==> src/rtl/vram_arb_pkg.sv <==
// Shared types and default sizing for the VRAM slot arbiter.
package vram_arb_pkg;

  localparam int DEF_AW       = 13;
  localparam int DEF_DW       = 16;
  localparam int DEF_MAX_WAIT = 8;

  typedef enum logic [2:0] {
    IDLE     = 3'd0,
    VID_ACC  = 3'd1,
    VID_DATA = 3'd2,
    CPU_ACC  = 3'd3,
    CPU_DATA = 3'd4,
    CPU_HOLD = 3'd5
  } arb_state_e;

endpackage

==> src/rtl/arb_wait_ctr.sv <==
// Saturating 8-bit CPU wait counter; sat_o flags that the CPU has waited
// MAX_WAIT cycles and must win the next arbitration.
module arb_wait_ctr #(
  parameter int MAX_WAIT = 8
) (
  input  logic clk,
  input  logic reset,
  input  logic inc_i,
  input  logic clr_i,
  output logic sat_o
);

  localparam logic [7:0] SAT = 8'(MAX_WAIT);

  logic [7:0] cnt_q, cnt_d;

  // Clear wins over increment; stop counting at the threshold
  always_comb begin
    cnt_d = cnt_q;
    if (clr_i)                    cnt_d = '0;
    else if (inc_i && cnt_q < SAT) cnt_d = cnt_q + 8'd1;
  end

  // Counter register
  always_ff @(posedge clk or posedge reset) begin
    if (reset) cnt_q <= '0;
    else       cnt_q <= cnt_d;
  end

  assign sat_o = (cnt_q >= SAT);

endmodule

==> src/rtl/vram_slot_arbiter.sv <==
// Single-port VRAM arbiter between a video fetcher and a CPU.
// Video wins in active display, CPU wins in blanking. One access in flight.
// Optional: define VRAM_ARB_STARVE_EN to let a CPU that has waited MAX_WAIT
// cycles win even in active display.
module vram_slot_arbiter
  import vram_arb_pkg::*;
#(
  parameter int AW       = DEF_AW,
  parameter int DW       = DEF_DW,
  parameter int MAX_WAIT = DEF_MAX_WAIT
) (
  input  logic          clk,
  input  logic          reset,
  input  logic          hbl,
  input  logic          vbl,
  input  logic          vid_req,
  input  logic [AW-1:0] vid_addr,
  output logic          vid_ack,
  output logic [DW-1:0] vid_data,
  input  logic          cpu_req,
  input  logic          cpu_we,
  input  logic [AW-1:0] cpu_addr,
  input  logic [DW-1:0] cpu_din,
  output logic          cpu_ack,
  output logic [DW-1:0] cpu_dout,
  output logic          ram_cs,
  output logic          ram_we,
  output logic [AW-1:0] ram_addr,
  output logic [DW-1:0] ram_din,
  input  logic [DW-1:0] ram_dout
);

  arb_state_e    state_q, state_d;
  logic          ram_cs_q, ram_cs_d;
  logic          ram_we_q, ram_we_d;
  logic [AW-1:0] ram_addr_q, ram_addr_d;
  logic [DW-1:0] ram_din_q, ram_din_d;
  logic          vid_ack_q, vid_ack_d;
  logic [DW-1:0] vid_data_q, vid_data_d;
  logic          cpu_ack_q, cpu_ack_d;
  logic [DW-1:0] cpu_dout_q, cpu_dout_d;
  logic          we_q, we_d;      // remembers whether the CPU access is a write
  logic          cpu_grant;
  logic          starved;

`ifdef VRAM_ARB_STARVE_EN
  logic cpu_busy;
  assign cpu_busy = (state_q == CPU_ACC) || (state_q == CPU_DATA) || (state_q == CPU_HOLD);

  arb_wait_ctr #(.MAX_WAIT(MAX_WAIT)) u_wait_ctr (
    .clk   (clk),
    .reset (reset),
    .inc_i (cpu_req && !cpu_grant && !cpu_busy),
    .clr_i (!cpu_req || cpu_grant || cpu_busy),
    .sat_o (starved)
  );
`else
  assign starved = 1'b0;
`endif

  // Next-state and registered-output decode; arbitration only in IDLE
  always_comb begin
    state_d    = state_q;
    ram_cs_d   = 1'b0;
    ram_we_d   = 1'b0;
    ram_addr_d = ram_addr_q;
    ram_din_d  = ram_din_q;
    vid_ack_d  = 1'b0;
    vid_data_d = vid_data_q;
    cpu_ack_d  = cpu_ack_q;
    cpu_dout_d = cpu_dout_q;
    we_d       = we_q;
    cpu_grant  = 1'b0;
    unique case (state_q)
      IDLE: begin
        if (cpu_req && (hbl || vbl || !vid_req || starved)) begin
          cpu_grant  = 1'b1;
          state_d    = CPU_ACC;
          ram_cs_d   = 1'b1;
          ram_we_d   = cpu_we;
          ram_addr_d = cpu_addr;
          ram_din_d  = cpu_din;
          we_d       = cpu_we;
        end else if (vid_req) begin
          state_d    = VID_ACC;
          ram_cs_d   = 1'b1;
          ram_addr_d = vid_addr;
        end
      end
      VID_ACC:  state_d = VID_DATA;
      VID_DATA: begin
        vid_data_d = ram_dout;
        vid_ack_d  = 1'b1;
        state_d    = IDLE;
      end
      CPU_ACC:  state_d = CPU_DATA;
      CPU_DATA: begin
        if (!we_q) cpu_dout_d = ram_dout;
        cpu_ack_d = 1'b1;
        state_d   = CPU_HOLD;
      end
      CPU_HOLD: begin
        if (!cpu_req) begin
          cpu_ack_d = 1'b0;
          state_d   = IDLE;
        end
      end
      default:  state_d = IDLE;
    endcase
  end

  // State and output registers; reset discards any access in flight
  always_ff @(posedge clk or posedge reset) begin
    if (reset) begin
      state_q    <= IDLE;
      ram_cs_q   <= 1'b0;
      ram_we_q   <= 1'b0;
      ram_addr_q <= '0;
      ram_din_q  <= '0;
      vid_ack_q  <= 1'b0;
      vid_data_q <= '0;
      cpu_ack_q  <= 1'b0;
      cpu_dout_q <= '0;
      we_q       <= 1'b0;
    end else begin
      state_q    <= state_d;
      ram_cs_q   <= ram_cs_d;
      ram_we_q   <= ram_we_d;
      ram_addr_q <= ram_addr_d;
      ram_din_q  <= ram_din_d;
      vid_ack_q  <= vid_ack_d;
      vid_data_q <= vid_data_d;
      cpu_ack_q  <= cpu_ack_d;
      cpu_dout_q <= cpu_dout_d;
      we_q       <= we_d;
    end
  end

  assign ram_cs   = ram_cs_q;
  assign ram_we   = ram_we_q;
  assign ram_addr = ram_addr_q;
  assign ram_din  = ram_din_q;
  assign vid_ack  = vid_ack_q;
  assign vid_data = vid_data_q;
  assign cpu_ack  = cpu_ack_q;
  assign cpu_dout = cpu_dout_q;

endmodule

==> config.mk <==
export PLATFORM = sky130hd
export DESIGN_NAME = vram_slot_arbiter
export DESIGN_NICKNAME = d
export VERILOG_FILES = /design/src/rtl/vram_arb_pkg.sv /design/src/rtl/arb_wait_ctr.sv /design/src/rtl/vram_slot_arbiter.sv
export SDC_FILE = /design/constraint.sdc
export NUM_CORES = 1
export LEC_CHECK = 0
export CORE_MARGIN = 4
export CORE_UTILIZATION = 41
export CTS_CLUSTER_DIAMETER = 120
export DETAILED_ROUTE_END_ITERATION = 10
export PLACE_DENSITY = 0.79
export SYNTH_ARGS = -nofsm -noshare
export SYNTH_HDL_FRONTEND = slang
export SYNTH_SLANG_ARGS = --single-unit
==> constraint.sdc <==
create_clock -name clk -period 2.3 [get_ports clk]
set_input_delay 0.345 -clock clk [delete_from_list [all_inputs] [get_ports clk]]
set_output_delay 0.345 -clock clk [all_outputs]
set_load 0.05 [all_outputs]
=== After elaboration in Yosys (flattened, before gate mapping) ===
Index checks and enable logic that the tools add are counted.

* Muxes and demuxes: 14
* Equal/unequal tests: 7
* Bitwise operators: 1
* Reductions and logical operators: 12

{| class="wikitable"
|+ Operator list
! kind !! count
|-
| $mux W13 || 2
|-
| $pmux W3 S5 || 1
|-
| $reduce_and A2 Y1 || 5
|-
| $mux W3 || 3
|-
| $mux W1 || 7
|-
| $eq A3 B2 Y1 const B || 2
|-
| $eq A3 B3 Y1 const B || 2
|-
| $reduce_bool A2 Y1 || 2
|-
| $eq A3 B1 Y1 const B || 1
|-
| $logic_not A3 Y1 || 1
|-
| $ne A3 B3 Y1 const B || 1
|-
| $logic_or A1 B1 Y1 || 2
|-
| $ne A2 B2 Y1 const B || 1
|-
| $pmux W1 S2 || 1
|-
| $logic_and A1 B1 Y1 || 1
|-
| $logic_not A1 Y1 || 1
|-
| $not A1 Y1 || 1
|}

* Input port bits: 65
* Word-level logic and storage cells: 44
* Register bits after elaboration: 69
* Output and inout bits: 65

=== Depth between registers and ports, before layout ===
* Depth in word-level cells: 5
* Depth in mapped cells: 6
* Mapped depth without buffers: 3

=== Least setup slack after synthesis ===
No wires, ideal clock.

* Kind: input to register
* Start point: in vbl
* End point: reg ram_din_q[0] (netlist: ram_din[0])
* Required time: 2,175 ps
* Stages: 5
* Path slack: 712 ps
* Buffers on the path: 2
* Data arrival time: 1,463 ps
* Cell sequence: or3b_1 -> clkbuf_2 -> nand3_4 -> buf_6 -> mux2_4

* Cells in the longest elaborated chain, start to end: 4

{| class="wikitable"
|+ RTL lines
! item !! line !! source
|-
| start: declaration || vram_slot_arbiter.sv:15 || <nowiki>input logic vbl,</nowiki>
|-
| $logic_or A1 B1 Y1 (2 in a row) || vram_slot_arbiter.sv:76 || <nowiki>if (cpu_req && (hbl || vbl || !vid_req || starved)) begin</nowiki>
|-
| $logic_and A1 B1 Y1 || vram_slot_arbiter.sv:76 ||
|-
| $reduce_and A2 Y1 (no source line) || - ||
|-
| end signal: assignment || vram_slot_arbiter.sv:130 || <nowiki>ram_din_q <= ram_din_d;</nowiki>
|-
| end: declaration || vram_slot_arbiter.sv:37 || <nowiki>logic [DW-1:0] ram_din_q, ram_din_d;</nowiki>
|}

Every way passes these cells.
A chain may end at the register's enable or synchronous reset.

=== Worst setup path in the final report ===
* Start point: reg vid_data_q[7] (netlist: vid_data[7])
* End point: out vid_data[7]

{| class="wikitable"
|+ RTL lines
! item !! line !! source
|-
| start: declaration || vram_slot_arbiter.sv:39 || <nowiki>logic [DW-1:0] vid_data_q, vid_data_d;</nowiki>
|-
| start signal: assignment || vram_slot_arbiter.sv:132 || <nowiki>vid_data_q <= vid_data_d;</nowiki>
|-
| end: declaration || vram_slot_arbiter.sv:19 || <nowiki>output logic [DW-1:0] vid_data,</nowiki>
|}

No word-level cell between the ends.

==> flow_metrics.env <==
export IMPL_drive_gt1_share_pct=23.12
export IMPL_cts_setup_buffers=0
export IMPL_async_flop_share_pct=100.0
export IMPL_die_width_um=91.51
export IMPL_end_kind="output port"
export IMPL_drt_iter0_drc=74
export IMPL_critical_path_max_fanout=2
export IMPL_power_leakage_nw=1.858
export IMPL_yosys_area_top_type_share_pct=60.39
export IMPL_rr_worst_depth=3
export IMPL_total_power_mw=7.873
export IMPL_htreeDepth=3
export IMPL_initial_utilization_pct=42.08
export IMPL_synth_top_area_cell="dfrtp_1"
export IMPL_cts_buffers=9
export IMPL_num_fill_cells=519
export IMPL_clock_sinks=69
export IMPL_r2r_end="ram_din[6]"
export IMPL_hold_class="in -> async"
export IMPL_slew_headroom_pct=63.05
export IMPL_setup_viol=0
export IMPL_grt_use_total_pct=16.69
export IMPL_start_kind="register"
export IMPL_place_hpwl_um=5134
export IMPL_ys_warn_count=0
export IMPL_ios=130
export IMPL_fmax_mhz=537.9
export IMPL_skew_ps=6.909
export IMPL_wl_per_cell_um=15.68
export IMPL_power_density_nw_per_um2=1754
export IMPL_required_ps=1960
export IMPL_hold_slack_ps=393.3
export IMPL_num_antenna_cells=0
export IMPL_syn_area_um2=2859
export IMPL_hold_violations=0
export IMPL_vias=2144
export IMPL_dr_pass1_iters=4
export IMPL_p_seq_share_pct=28.0
export IMPL_ys_flop_type="dfrtp_1"
export IMPL_grt_overflow_total=0
export IMPL_seqCellArea_um2=1727
export IMPL_worst_path_largest_cell_delay_ps=820
export IMPL_insertion_delay_ps=330
export IMPL_outcome="complete, no violations"
export IMPL_grt_max_degree=27
export IMPL_rr_startpoint="state_q[0]"
export IMPL_syn2layout_area_growth_pct=56.98
export IMPL_netSwitchingFraction_pct=45.85
export IMPL_io_buffer_count=129
export IMPL_p_sw_mw=3.609
export IMPL_ys_types=28
export IMPL_drv_cap=0
export IMPL_cp_top_family="buffers and inverters"
export IMPL_crit_type="reg -> out"
export IMPL_post_route_cell_area_um2=4488
export IMPL_power_internal_mw=4.263
export IMPL_synthCells=207
export IMPL_place_congestion=0.7709
export IMPL_cts_hold_buf=0
export IMPL_first_global_vias=2190
export IMPL_tritoncts="done"
export IMPL_rows=30
export IMPL_cp_cell_sequence="clkdlybuf4s50_1"
export IMPL_slowest_stage="clkdlybuf4s50_1"
export IMPL_dieArea_um2=8373
export IMPL_syn_area_per_cell_um2=13.81
export IMPL_ctsResizeCount=0
export IMPL_antenna_found_initial=0
export IMPL_core_area_um2=6794
export IMPL_syn_nets=272
export IMPL_via_per_inst=4.851
export IMPL_drc=0
export IMPL_period_needed_ps=1859
export IMPL_cts_root_buf="clkbuf_8"
export IMPL_r2r_setup_slack_ps=690
export IMPL_cts_buffer_depth=2
export IMPL_crit_buf_inv=1
export IMPL_fin_setup_tns_ps=0
export IMPL_final_nets=406
export IMPL_ir_worst_vdd_mv=0.8340
export IMPL_post_dp_cell_area_um2=4249
export IMPL_cp_arrival_ps=1510
export IMPL_wl_um=6931
export IMPL_antenna_left=0
export IMPL_pwr_share_clk_pct=14.7
export IMPL_dp_worst_setup_slack_ps=243.5
export IMPL_slew_viol_final=0
export IMPL_p_comb_share_pct=57.3
export IMPL_ys_top_cells_by_area="dfrtp_1 (60%), mux2_2 (15%), mux2_4 (4.7%)"
export IMPL_worstMarginPinSlew_ps=553.5
export IMPL_fin_crit_sh_pct=80.83
export IMPL_die_y_um=91.51
export IMPL_synth_edff_count=0
export IMPL_grt_pass1_wl_um=10900
export IMPL_rsz0062_at_grt="no"
export IMPL_cts_clk_slew_worst_paths_ps=70
export IMPL_setup_slack_ps=440.8
export IMPL_multi_input_area_um2=1023
export IMPL_synth_seq_cells=69
export IMPL_yosysSeqAreaShare_pct=60.39
[how the worst max path moves through the flow]
stage	slack, ps	cells after the start	from	to
final	440	1	vid_data[7]	vid_data[7]
after global routing	370	1	ram_addr[10]	ram_addr[10]
after CTS	410	1	ram_addr[7]	ram_addr[7]
after detailed placement	240	4	vid_req	ram_din[15]
after global placement	280	4	vid_req	we_q
after floorplan	220	1	reset	cpu_ack
[final cells by class]
cell class | instances | area share [%]
multi-input combinational | 120 | 22.80
clock buffer | 10 | 2.844
tap | 96 | 2.676
inverter | 4 | 0.3345
timing repair buffer | 137 | 30.39
clock inverter | 6 | 2.481
sequential | 69 | 38.47
[stage by stage]
step	util, %	std cells
2_1_floorplan	-	207
3_3_place_gp	62.54	426
3_5_place_dp	62.54	426
4_1_cts	66.06	442
5_1_grt	66.06	442
6_report	66.06	442
[metal layers]
| metal | routed length, µm | GRT usage (%) | share of wire [%] | vias up |
|---|---|---|---|---|
| met1 | 2864 | 20.63 | 41 | 1019 |
| met4 | 177 | 8.543 | 2.6 | 0 |
| li1 | - | - | - | 1012 |
| met2 | 3393 | 26.35 | 49 | 97 |
| met5 | 0 | 0 | 0 | - |
| met3 | 496 | 4.971 | 7.2 | 16 |
[kinds of logic (layout without fill, tap and decap cells)]
| kind of cell | Yosys count | count (layout) | share of synthesized area [%] |
|---|---|---|---|
| buffers and inverters | 18 | 157 | 3.807 |
| AND/OR/NAND/NOR | 26 | 26 | 6.652 |
| multiplexers | 49 | 49 | 20.48 |
| AO/OA/AOI/OAI | 45 | 45 | 8.665 |
| flip-flops | 69 | 69 | 60.39 |
[layout by cell type, fill, tap and decap left out, drive strengths merged, types with 2 or more instances in the layout]
| cell type | count |
|---|---|
| a21oi | 15 |
| nor2 | 2 |
| dfrtp | 69 |
| clkinv | 2 |
| o21ai | 15 |
| bufinv | 3 |
| a31oi | 13 |
| buf | 8 |
| nand3 | 14 |
| clkbuf | 10 |
| clkdlybuf4s50 | 129 |
| mux2 | 49 |
| inv | 4 |
| nor3 | 3 |
| nor3b | 2 |
[power by group through the flow]
stage | combinational [mW] | clock [mW] | sequential [mW]
finish | 4.51 | 1.16 | 2.20
global placement | 4.49 | 0 | 2.20
CTS | 4.56 | 1.18 | 2.21
global route | 4.68 | 1.25 | 2.28
floorplan | 1.08 | 0 | 4.17
detailed placement | 4.55 | 0 | 2.22
[sequential cells by signal, indices dropped and copies added (netlist names)]
| name | flops |
|---|---|
| cpu_ack | 1 |
| cpu_dout | 16 |
| ram_addr | 13 |
| ram_cs | 1 |
| ram_din | 16 |
| ram_we | 1 |
| state_q | 3 |
| vid_ack | 1 |
| vid_data | 16 |
| we_q | 1 |
[cells in the mapped netlist, types with 2 or more instances]
library cell and number:
nor3_4 2, nand3_1 13, dfrtp_1 69, buf_6 3, nor2_1 2, mux2_2 39
a31oi_1 13, inv_1 4, clkbuf_1 6, buf_2 2, mux2_4 9, o21ai_0 15
a21oi_1 15
(Power assumes the default switching activity.)
